## src/rtl/alu_cmd_issuer.sv

```systemverilog
// alu_cmd_issuer: command issuer for the 32-bit accumulator ALU.
// Buffers a program of opcode/operand pairs loaded through a ready/valid port.
// On start it clears the ALU accumulator, then issues each instruction and
// captures each result. Execution halts on an ADD carry-out or a zero divisor.
//
// Ports:
//   clk, reset                      clock, synchronous active-high reset
//   load_valid/load_ready           program entry handshake
//   load_opcode/load_operand        entry contents (opcode, operand A)
//   start                           begin execution (sampled in IDLE)
//   busy, done                      activity level / completion pulse
//   err_halt, err_code              sticky halt flag, 01 add carry / 10 zero div
//   result_valid/data/index         per-instruction result pulse
//   alu_opcode/alu_a/alu_b/alu_reset  drive to the ALU
//   alu_c, alu_err                  ALU accumulator and carry flag
module alu_cmd_issuer #(
  parameter int DEPTH = 16,
  parameter int WIDTH = 32
) (
  input  logic                     clk,
  input  logic                     reset,
  input  logic                     load_valid,
  output logic                     load_ready,
  input  logic [3:0]               load_opcode,
  input  logic [WIDTH-1:0]         load_operand,
  input  logic                     start,
  output logic                     busy,
  output logic                     done,
  output logic                     err_halt,
  output logic [1:0]               err_code,
  output logic                     result_valid,
  output logic [WIDTH-1:0]         result_data,
  output logic [$clog2(DEPTH)-1:0] result_index,
  output logic [3:0]               alu_opcode,
  output logic [WIDTH-1:0]         alu_a,
  output logic [WIDTH-1:0]         alu_b,
  output logic                     alu_reset,
  input  logic [WIDTH-1:0]         alu_c,
  input  logic                     alu_err
);

  localparam int AW = $clog2(DEPTH);
  localparam logic [AW:0] FULL = (AW+1)'(DEPTH);

  localparam logic [3:0] OP_NOP = 4'b0000;
  localparam logic [3:0] OP_ADD = 4'b0001;
  localparam logic [3:0] OP_DIV = 4'b0100;
  localparam logic [3:0] OP_REM = 4'b0101;

  typedef enum logic [2:0] {IDLE, CLEAR, ISSUE, CAPTURE, DONE, HALT} state_t;

  state_t            state;
  logic [3:0]        mem_op [DEPTH];
  logic [WIDTH-1:0]  mem_a  [DEPTH];
  logic [AW-1:0]     wr_ptr, rd_ptr, index;
  logic [AW:0]       count;
  logic [3:0]        issued_op;
  logic              zdiv;

  logic [3:0]        head_op;
  logic [WIDTH-1:0]  head_a;
  logic              head_zdiv, push, enter_issue, add_carry;

  assign alu_b      = alu_c;
  assign load_ready = (state == IDLE) && (count < FULL);
  assign push       = load_valid && load_ready;
  assign head_op    = mem_op[rd_ptr];
  assign head_a     = mem_a[rd_ptr];
  assign head_zdiv  = ((head_op == OP_DIV) || (head_op == OP_REM)) && (head_a == '0);
  assign add_carry  = (issued_op == OP_ADD) && alu_err;

  // The ALU drive for ISSUE is registered, so the FIFO head is examined (and
  // popped) on the edge that enters ISSUE rather than the one that leaves it.
  always_comb begin
    enter_issue = 1'b0;
    if (count != '0) begin
      if (state == CLEAR)
        enter_issue = 1'b1;
      else if (state == CAPTURE && !add_carry)
        enter_issue = 1'b1;
    end
  end

  always_ff @(posedge clk) begin
    if (push) begin
      mem_op[wr_ptr] <= load_opcode;
      mem_a[wr_ptr]  <= load_operand;
    end
  end

  always_ff @(posedge clk) begin
    if (reset) begin
      state        <= IDLE;
      wr_ptr       <= '0;
      rd_ptr       <= '0;
      count        <= '0;
      index        <= '0;
      issued_op    <= '0;
      zdiv         <= 1'b0;
      busy         <= 1'b0;
      done         <= 1'b0;
      err_halt     <= 1'b0;
      err_code     <= '0;
      result_valid <= 1'b0;
      result_data  <= '0;
      result_index <= '0;
      alu_opcode   <= '0;
      alu_a        <= '0;
      alu_reset    <= 1'b0;
    end else begin
      done         <= 1'b0;
      result_valid <= 1'b0;
      alu_reset    <= 1'b0;

      if (push) begin
        wr_ptr <= wr_ptr + 1'b1;
        count  <= count + 1'b1;
      end

      if (enter_issue) begin
        // A zero divisor is never handed to the ALU: hold and leave it queued.
        alu_opcode <= head_zdiv ? OP_NOP : head_op;
        alu_a      <= head_a;
        issued_op  <= head_op;
        zdiv       <= head_zdiv;
        if (!head_zdiv) begin
          rd_ptr <= rd_ptr + 1'b1;
          count  <= count - 1'b1;
        end
      end

      case (state)
        IDLE: begin
          if (start) begin
            state     <= CLEAR;
            busy      <= 1'b1;
            alu_reset <= 1'b1;
            err_halt  <= 1'b0;
            err_code  <= '0;
            index     <= '0;
          end
        end
        CLEAR: begin
          if (count != '0) begin
            state <= ISSUE;
          end else begin
            state <= DONE;
            done  <= 1'b1;
          end
        end
        ISSUE: begin
          alu_opcode <= OP_NOP;
          alu_a      <= '0;
          if (zdiv) begin
            state    <= HALT;
            err_code <= 2'b10;
          end else begin
            state <= CAPTURE;
          end
        end
        CAPTURE: begin
          result_valid <= 1'b1;
          result_data  <= alu_c;
          result_index <= index;
          index        <= index + 1'b1;
          if (add_carry) begin
            state    <= HALT;
            err_code <= 2'b01;
          end else if (count != '0) begin
            state <= ISSUE;
          end else begin
            state <= DONE;
            done  <= 1'b1;
          end
        end
        DONE: begin
          state <= IDLE;
          busy  <= 1'b0;
        end
        HALT: begin
          count    <= '0;
          rd_ptr   <= '0;
          wr_ptr   <= '0;
          err_halt <= 1'b1;
          busy     <= 1'b0;
          state    <= IDLE;
        end
        default: state <= IDLE;
      endcase
    end
  end

endmodule

```

## config.mk

```make
export PLATFORM = sky130hd
export DESIGN_NAME = alu_cmd_issuer
export DESIGN_NICKNAME = d
export VERILOG_FILES = /design/src/rtl/alu_cmd_issuer.sv
export SDC_FILE = /design/constraint.sdc
export NUM_CORES = 1
export LEC_CHECK = 0
export BUFFER_PORTS_ARGS = -buffer_cell sky130_fd_sc_hd__buf_2
export CORE_MARGIN = 10
export CORE_UTILIZATION = 55
export CTS_BUF_LIST = sky130_fd_sc_hd__clkbuf_4 sky130_fd_sc_hd__clkbuf_8
export DETAILED_ROUTE_END_ITERATION = 8
export PLACE_DENSITY_LB_ADDON = 0.3
export SLEW_MARGIN = 30
export SYNTH_ARGS = -nofsm -noshare
export SYNTH_HDL_FRONTEND = slang
export SYNTH_SLANG_ARGS = --single-unit
export TNS_END_PERCENT = 20
```

## constraint.sdc

```tcl
create_clock -name clk -period 10.3 [get_ports clk]
set_input_delay 1.03 -clock clk [delete_from_list [all_inputs] [get_ports clk]]
set_output_delay 1.03 -clock clk [all_outputs]
set_load 0.03 [all_outputs]
```

# Yosys cells after proc, flatten, opt, wreduce, memory -nomap -nowiden
# Memories as Yosys holds them, arrays and structs flattened. A register that Yosys moved wholly into a read port is not among the register bits.
# Index checks and enable logic that the tools add are counted.
[totals]
ff_bits = 104
ramBits = 576
in_bits = 73
output_inout_bits = 112
word_cells = 94
mem_count = 2
[op_classes]
addsub = 5
n_lt_le_gt_ge = 1
n_eq_ne = 11
n_mux = 33
n_bitwise = 2
reduce_logical = 23
[memory_table]
columns = ["memory", "words", "word_bits", "rd", "rd_clocked_by_memory_dff", "wr", "line_no", "text"]
rows = [
  ["mem_a", 16, 32, 1, 1, 1, "54", "logic [WIDTH-1:0] mem_a [DEPTH];"],
  ["mem_op", 16, 4, 1, 1, 1, "53", "logic [3:0] mem_op [DEPTH];"],
]
[op_table]
columns = ["operator", "count"]
rows = [
  ["32-bit logical NOT", 1],
  ["4-bit two-way mux", 6],
  ["5-bit two-way mux", 3],
  ["4-bit by 1-bit adder with 4-bit output (second input constant)", 3],
  ["3-bit two-way mux", 4],
  ["3-bit case mux with 4 select lines", 1],
  ["1-bit two-way mux", 11],
  ["4-bit by 3-bit equality test with 1-bit output (second input constant)", 2],
  ["4-bit case mux with 2 select lines", 1],
  ["2-bit AND reduction", 4],
  ["2-bit OR reduction", 4],
  ["3-bit by 2-bit equality test with 1-bit output (second input constant)", 2],
  ["3-bit equality test (second input constant)", 2],
  ["2-bit two-way mux", 3],
  ["2-bit != test (second input constant)", 3],
  ["1-bit case mux with 2 select lines", 3],
  ["2-bit case mux with 3 select lines", 1],
  ["2-bit nonzero test", 3],
  ["5-bit by 1-bit adder with 5-bit output (second input constant)", 1],
  ["1-bit logical AND", 5],
  ["5-bit less-than comparator (second input constant)", 1],
  ["5-bit nonzero test", 1],
  ["5-bit by 1-bit subtractor with 5-bit output (second input constant)", 1],
  ["4-bit by 1-bit equality test with 1-bit output (second input constant)", 1],
  ["other kinds (7)", 8],
]

# Longest topological paths before layout
# Gate-level depths: netlist (run 1).
[logic_depth]
word_depth = 10
depth_mapped = 12
ltp_nobuf = 8

# Least setup slack after synthesis (run 1)
# No wires, ideal clock.
[synth_timing]
path_type = "register -> register"
from = "reg state[2]"
to = "mem mem_a[3][0] (enable)"
setup_time_ns = 0.474
t_arrival_ns = 4.781
required_time_ns = 9.826
path_slack_ns = 5.045
path_stages_with_launch = 7
n_path_buf = 2
synth_period_minus_slack_ns = 5.255
path_cell_list = "dfxtp_1 -> nor4_1 -> and2_1 -> clkbuf_1 -> clkbuf_1 -> nand2_1 -> nor3_1"
[synth_between]
elab_chain_cells = 5
[synth_lines]
columns = ["item", "line_no", "text"]
rows = [
  ["from (decl)", "52", "state_t state;"],
  ["from (signal assigned)", "93", "state <= IDLE;"],
  ["from (signal assigned)", "135", "state <= CLEAR;"],
  ["from (signal assigned)", "145", "state <= ISSUE;"],
  ["3-bit logical NOT", "65", "assign load_ready = (state == IDLE) && (count < FULL);"],
  ["1-bit logical AND", "65", ""],
  ["via load_ready", "23", "output logic load_ready,"],
  ["1-bit logical AND", "66", "assign push = load_valid && load_ready;"],
  ["1-bit two-way mux", "85", "if (push) begin"],
  ["1-bit two-way mux (not written as such)", "87", "mem_a[wr_ptr] <= load_operand;"],
  ["to (decl)", "54", ""],
]
# The timed path passes the listed nets, and every way through them passes these cells.

==> results of run 1 <==
cell usage after synthesis (all sizes together), types with 5 or more instances:
cell,instances,area (um^2)
ha,9,112.6
edfxtp,576,17300
nor2,32,120.1
a22oi,49,367.9
buf,58,404.1
nor2b,5,31.28
nand2b,6,37.54
inv,6,22.52
nand2,191,716.9
clkbuf,56,210.2
dfxtp,108,2162
nand4,8,50.05
nor4,11,68.82
or3,5,31.28
nor3,10,61.31
a21oi,91,455.4
nand3,6,30.03
mux4,155,3491
cells by family (layout without fill, tap and decap cells):
kind of cell / count (synthesis) / count (layout) / share of synthesized area (%)
buffers and inverters: 120 / 410 / 2.450
other: 0 / 3 / 0
XOR/XNOR: 4 / 4 / 0.1348
AND/OR/NAND/NOR: 286 / 286 / 4.732
flip-flops: 684 / 684 / 74.87
multiplexers: 157 / 157 / 13.51
adder cells (fa/ha/maj): 9 / 9 / 0.4333
AO/OA/AOI/OAI: 164 / 164 / 3.866
per-stage QoR:
stage,hold slack [ns],worst slack (ns)
6_report,0.4494,5.219
5_1_grt,0.4714,5.029
4_1_cts,0.4520,5.236
3_5_place_dp,0.4442,5.258
3_3_place_gp,0.4378,5.352
2_1_floorplan,0.4363,5.045
final cells by class:
type	count	area, um^2	share of cell area, %
Clock buffer	146	1778	6.036
Timing Repair Buffer	213	1145	3.887
Antenna cell	3	7.507	0.02549
Sequential cell	684	19470	66.08
Inverter	6	22.52	0.07646
Multi-Input combinational cell	620	6028	20.46
Clock inverter	45	250.2	0.8495
Tap cell	607	759.5	2.578
flip-flops by register name, summed over array words and instances (netlist names), 2 cells and up, named ones only:
register      flops
mem_op           64
index             4
alu_a            32
wr_ptr            4
state             3
mem_a           512
err_code          2
alu_opcode        4
count             5
result_index      4
rd_ptr            4
issued_op         4
result_data      32
report_power, final:
part / switching [mW] / total (mW) / internal [mW]
sequential: 0.0894 / 3.22 / 3.13
combinational: 0.584 / 0.996 / 0.412
clock: 0.997 / 2.16 / 1.16
layer usage:
metal,track usage [%],part of all wire [%]
met5,0,0.061
met4,7.594,2.3
met3,4.964,11
met2,34.53,48
met1,29.03,39
final timing paths:
path / end / slack (ns) / depth (start not counted)
worst min-delay path: result_data[18] / 0.45 / 2
worst max register to register: count[0] / 5.22 / 10
worst max-delay path: count[0] / 5.22 / 10
worst min register to register: result_data[18] / 0.45 / 2
worst max-delay path: stages, from the launching register on:
cell and delay [ns]:
dfxtp_4 0.80, buf_4 0.63, buf_4 0.76, mux4_2 0.40
a22oi_1 0.25, nand2_1 0.15, nor4_1 0.44, nand4_1 0.30
nor3_4 0.72, mux2_2 0.41, o211ai_1 0.09
==> impl_results.md, run 1 <==
- Synth Cell Area: between 20,000 and 30,000 um^2
- Routability Congestion: 0.8057
- H-tree levels: 3
- Yosys reg bits: 684
- Slew HR: 42.58%
- Overall Power: 6.377 mW
- DR vias/cell: 6.038
- CP Launch Type: register
- Hold crit path type: register to register
- Peak supply drop: between 0.09 and 0.1 mV
- Most frequent cells in the layout: 576 x edfxtp_1, 190 x nand2_1, 183 x buf_2, 155 x mux4_2, 109 x clkbuf_8
- DP Wirelength: about 34,000 um
- Routed wire length: about 61,000 um
- Area delta synth->final: 13.34%
- Global-route wire length before repair: a little over 90,000 um
- Initial DRC count: 1,512
- Leading cell type in the layout, fill and taps excluded: edfxtp_1
- EDFF count, synth: about 580
- Worst slew pin tran: 0.8593 ns
- Clock Latency Late Sink: around 0.70 ns
- Initial Util: a little under three fifths
- Max Clock Skew: between 0.03 and 0.04 ns
- Syn_area_per_cell: between 15 and 20 um^2
- Std-Cell Rows: slightly below 80
- Synth Instances: 1,424
- Max Cap Viol: 0
- Vias in the first global route: 14,220
- Kind of critical path: register to register
- Die footprint: roughly 56,000 um^2
- Final setup vio count: 0
- Residual DRC: 0
- Io pins: 185
- Yosys warning total: 0
- RSZ-0062 raised after global routing: no
- Postcts setup bufs: 0
- Die H: roughly 240 um
- Clock-pin transition on the worst setup and hold timing paths: 0.06 ns
- Async S/R FF share, synth: 0%
- Outcome: finished clean
- Non-filler cells, final: ~2,300
- Antenna-violating nets left: 0
- Max-slew violation count: 0
- Via count: about 14,000
- WP data required: between 10 and 15 ns
- Fin crit share: 49.33%
- CORE AREA: ~47,000 um^2
- Hold Buf Count CTS: 0
- Pleak: 9.701 nW
- Post-synthesis sequential area ratio: 74.87%
- Largest net degree at the start of global routing: 58
- Inst Count DP: approximately 2,100
- P per Cell Area: 216.5 nW/um^2
- CTS Sinks: between 600 and 700
- Die Wd: ~240 um
- Initial antenna violation count: 7
- Final hold vios: 0
- CTS Buf Count: around 100
- # fillers: 3,210
- Min Tclk post-route: about 5.1 ns
- Post-synth net total: 1,506
- Router iterations before antenna repair: 7
- Cell Area, Placed: between 20,000 and 30,000 um^2
- PortBufs: between 150 and 200
- Max Clk Rate: about 200 MHz
- CTS tree: yes
- Final setup TNS: 0 ns
- Count of cell types in the netlist: 45
- WP data arrival: around 5.7 ns
- Finished Cell Area: 29,460 um^2
- Fin util: a little over three fifths
- CTS-repair resized insts: 0
- Root buf cell: clkbuf_8
- Crit end category: register
- Layout cells sized above 1: 32.56%
- Crit path max fanout: 57
- Total GRT Usage: between 20% and 30%
- Post-DR wirelength/cell: ~26 um
- Primary FF master, synth: edfxtp_1
- CTS max path bufs: 3
- Final-stage net count: 1,711
- HP Start: result_data[18]
- Grt ovf: 0
No activity file was read; power rests on OpenSTA's default activity.
==> run 2, diff against run 1 <==
--- a/config.mk
+++ b/config.mk
@@ -5,6 +5,7 @@
 export SDC_FILE = /design/constraint.sdc
 export NUM_CORES = 1
 export LEC_CHECK = 0
+export ABC_AREA = 1
 export BUFFER_PORTS_ARGS = -buffer_cell sky130_fd_sc_hd__buf_2
 export CORE_MARGIN = 10
 export CORE_UTILIZATION = 55
==> constraint.sdc (replaced) <==
create_clock -name clk -period 4.16 [get_ports clk]
set_input_delay 0.416 -clock clk [delete_from_list [all_inputs] [get_ports clk]]
set_output_delay 0.416 -clock clk [all_outputs]
set_load 0.03 [all_outputs]
==> run 2 against run 1 <==
  * First-iteration DRC count up 51%
  * Via count up 41%
  * Critical path depth up 5
  * Clock power rose to 2.6 times the previous value
  * Total power rose to 3.0 times the previous value
  * Critical path type unchanged
==> impl_results.md, run 2 <==
- Outcome: finished clean
- DP Wirelength: between 40,000 and 50,000 um
- Max Clk Rate: roughly 280 MHz
- DR vias/cell: 5.531
- WP data arrival: 4.13 ns
- WP data required: around 4.8 ns
- GRT busiest layer: met2
- Layout cells sized above 1: 15.02%
- Post-synth net total: ~2,700
- Met1 usage: between 30% and 40%
- EDFF count, synth: around 580
- Grt ovf: 0
- Post-synthesis sequential area ratio: roughly 70%
- Cell internal pwr: 12.54 mW
- Max Cap Viol: 0
- Crit end category: register
- Overall Power: a little under 20 mW
- Std-Cell Rows: between 80 and 90
- Met2 usage: 37.34%
- Min Tclk post-route: about 3.5 ns
- Largest net degree at the start of global routing: about 170
- Worst slew pin tran: just over 0.9 ns
- P_sw: 6.764 mW
- Most flop-heavy register: mem_a
- Slowest-stage cell, CP: inv_6
- Final setup vio count: 0
- Max Clock Skew: 0.03404 ns
- Biggest regs: mem_a: 512 flops, mem_op: 64 flops
- Kind of critical path: register to register
- Routability Congestion: approximately 0.86
- Io pins: between 150 and 200
- Yosys warning total: 0
- Count of cell types in the netlist: 33
- Final-stage net count: approximately 2,900
- Sequential Power Share: between 40% and 50%
- Max stage delay on crit path: between 0.5 and 0.6 ns
- CTS-repair resized insts: 0
- H-tree levels: 3
- Area delta synth->final: 14.12%
- CTS Sinks: ~680
- Pleak: about 13 nW
- Initial Util: 55.75%
- CTS tree: yes
- Worst path top cell family by delay: simple AND/OR/NAND/NOR gates
- Power share of the combinational group: 28.4%
- Clk network pwr share: slightly below 30%
- Die H: 245.5 um
- Total GRT Usage: a little under a quarter
- Top cell type's share of synthesized area: a little over 60%
- GR met3 Demand/Resource: a little over 5%
- CP Launch Type: register
- Hold Buf Count CTS: 32
- Most frequent CP cell: nor2_1
- Clock-pin transition on the worst setup and hold timing paths: about 0.06 ns
- Commonest cells post-synth: 576 x edfxtp_1, 576 x nand2_1, 418 x nor2_1
- Clock Latency Late Sink: around 0.70 ns
- Largest cells by area after synthesis: edfxtp_1 62%, dfxtp_1 7.7%, nand2_1 7.7%
- Die Wd: 245.5 um
- Final hold vios: 0
- Initial antenna violation count: 4
- CP Cell Sequence: inv_6 -> buf_4 -> nor2_1 -> nor2_1 -> o21ai_0 -> nand3_1 -> nand3_1 -> nand2_1 -> nand2_1 -> nor2_1 -> nand3_1 -> o21bai_2 -> inv_2 -> nor2_1 -> nor2_1
- Router iterations before antenna repair: 5
- Crit path max fanout: approximately 110
- RSZ-0062 raised after global routing: no
- Slew HR: roughly two fifths
- Max-slew violation count: 0
- P per Cell Area: 604.7 nW/um^2
- Postcts setup bufs: 0
- Hold crit path type: input pin to register
- Syn_area_per_cell: approximately 11 um^2
- CTS max path bufs: 3
- Final setup TNS: 0 ns
- Global-route wire length before repair: 110,700 um
- Antenna-violating nets left: 0
- Vias in the first global route: 19,150
- Synth Cell Area: between 20,000 and 30,000 um^2
- Max FFs per register: 512
- Buf/Inv on CP: 3
- Primary FF master, synth: edfxtp_1
- Fin crit share: between 80% and 90%
- Post-DR wirelength/cell: 20.15 um
- Most frequent cells in the layout: 576 x nand2_1, 576 x edfxtp_1, 401 x nor2_1, 264 x nand3_1, 190 x inv_1
- Routed wire length: ~72,000 um
- Residual DRC: 0
- CTS Buf Count: between 100 and 150
- Die footprint: 60,270 um^2
- Switching Fraction: approximately a third
- Via count: between 15,000 and 20,000
- Peak supply drop: between 0.3 and 0.4 mV
- Synth Instances: 2,617
- CORE AREA: around 50,000 um^2
- Yosys reg bits: between 600 and 700
- Async S/R FF share, synth: 0%
- Initial DRC count: around 2,300
- Biggest area consumer among synthesized cells: edfxtp_1
- Flop2flop setup slack: 0.61 ns
- PortBufs: 184
- Root buf cell: clkbuf_8
run 2: cell count changes after synthesis, moves of 10 or more:
cell,before,now
nor2_1,32,418
nand2_1,191,576
nand3_1,6,264
inv_1,6,191
o21ai_0,1,178
mux4_2,155,0
a21oi_1,91,25
a22oi_1,49,1
o211ai_1,3,49
buf_2,8,40
o21ai_1,2,16
clkbuf_1,56,69
nor4_1,11,1
run 2: power by group through the flow:
stage | combinational, mW | clock [mW] | sequential (mW)
after floorplan | 3.48 | 0 | 8.64
after global placement | 5.24 | 0 | 8.36
after detailed placement | 5.37 | 0 | 8.38
after CTS | 5.42 | 5.64 | 8.24
after global routing | 6.06 | 5.98 | 8.29
final | 5.47 | 5.58 | 8.24
run 2: worst paths after layout:
kind,depth (start not counted),start,endpoint
worst max register to register,15,register,register
worst max-delay path,15,register,register
worst min register to register,2,issued_op[0],issued_op[0]
worst min-delay path,1,load_operand[10],mem_a[6][10]
run 2: logic make-up after synthesis:
kind of cell / synth area share, %
AOI/OAI and AO/OA: 5.503
xor gates and xnor gates: 0.2505
adders and majority gates: 0.4026
buffers and inverters: 6.066
DFF: 69.57
and+or+nand+nor: 18.20
run 2: layer usage:
metal	routed length, um	share of wire [%]
met3	6403	8.9
met1	29640	41
met2	33770	47
met4	2295	3.2
met5	0	0
run 2: cell type report:
cell class	instances	area, um^2
fillers	3799	18250
well taps	672	840.8
flip-flops and latches	684	19470
clock inverters	39	203.9
repair buffers	265	1774
multi-input cells	1558	6935
inverters	199	757.0
clock buffers	158	1931
diodes	3	7.507
run 2: stage by stage:
| stage | worst slack (ns) | utilization (%) | cell area (um^2) | hold slack, ns | instances |
|---|---|---|---|---|---|
| floorplan | 0.5682 | - | 27970 | 0.4368 | 2617 |
| global placement | 0.7904 | 58.60 | 29400 | 0.4470 | 3344 |
| detailed placement | 0.6828 | 58.71 | 29460 | 0.4536 | 3346 |
| CTS | 0.6580 | 63.60 | 31910 | 0.04497 | 3575 |
| global route | 0.3725 | 63.62 | 31920 | 0.06557 | 3578 |
| finish | 0.6138 | 63.62 | 31920 | 0.09404 | 3578 |
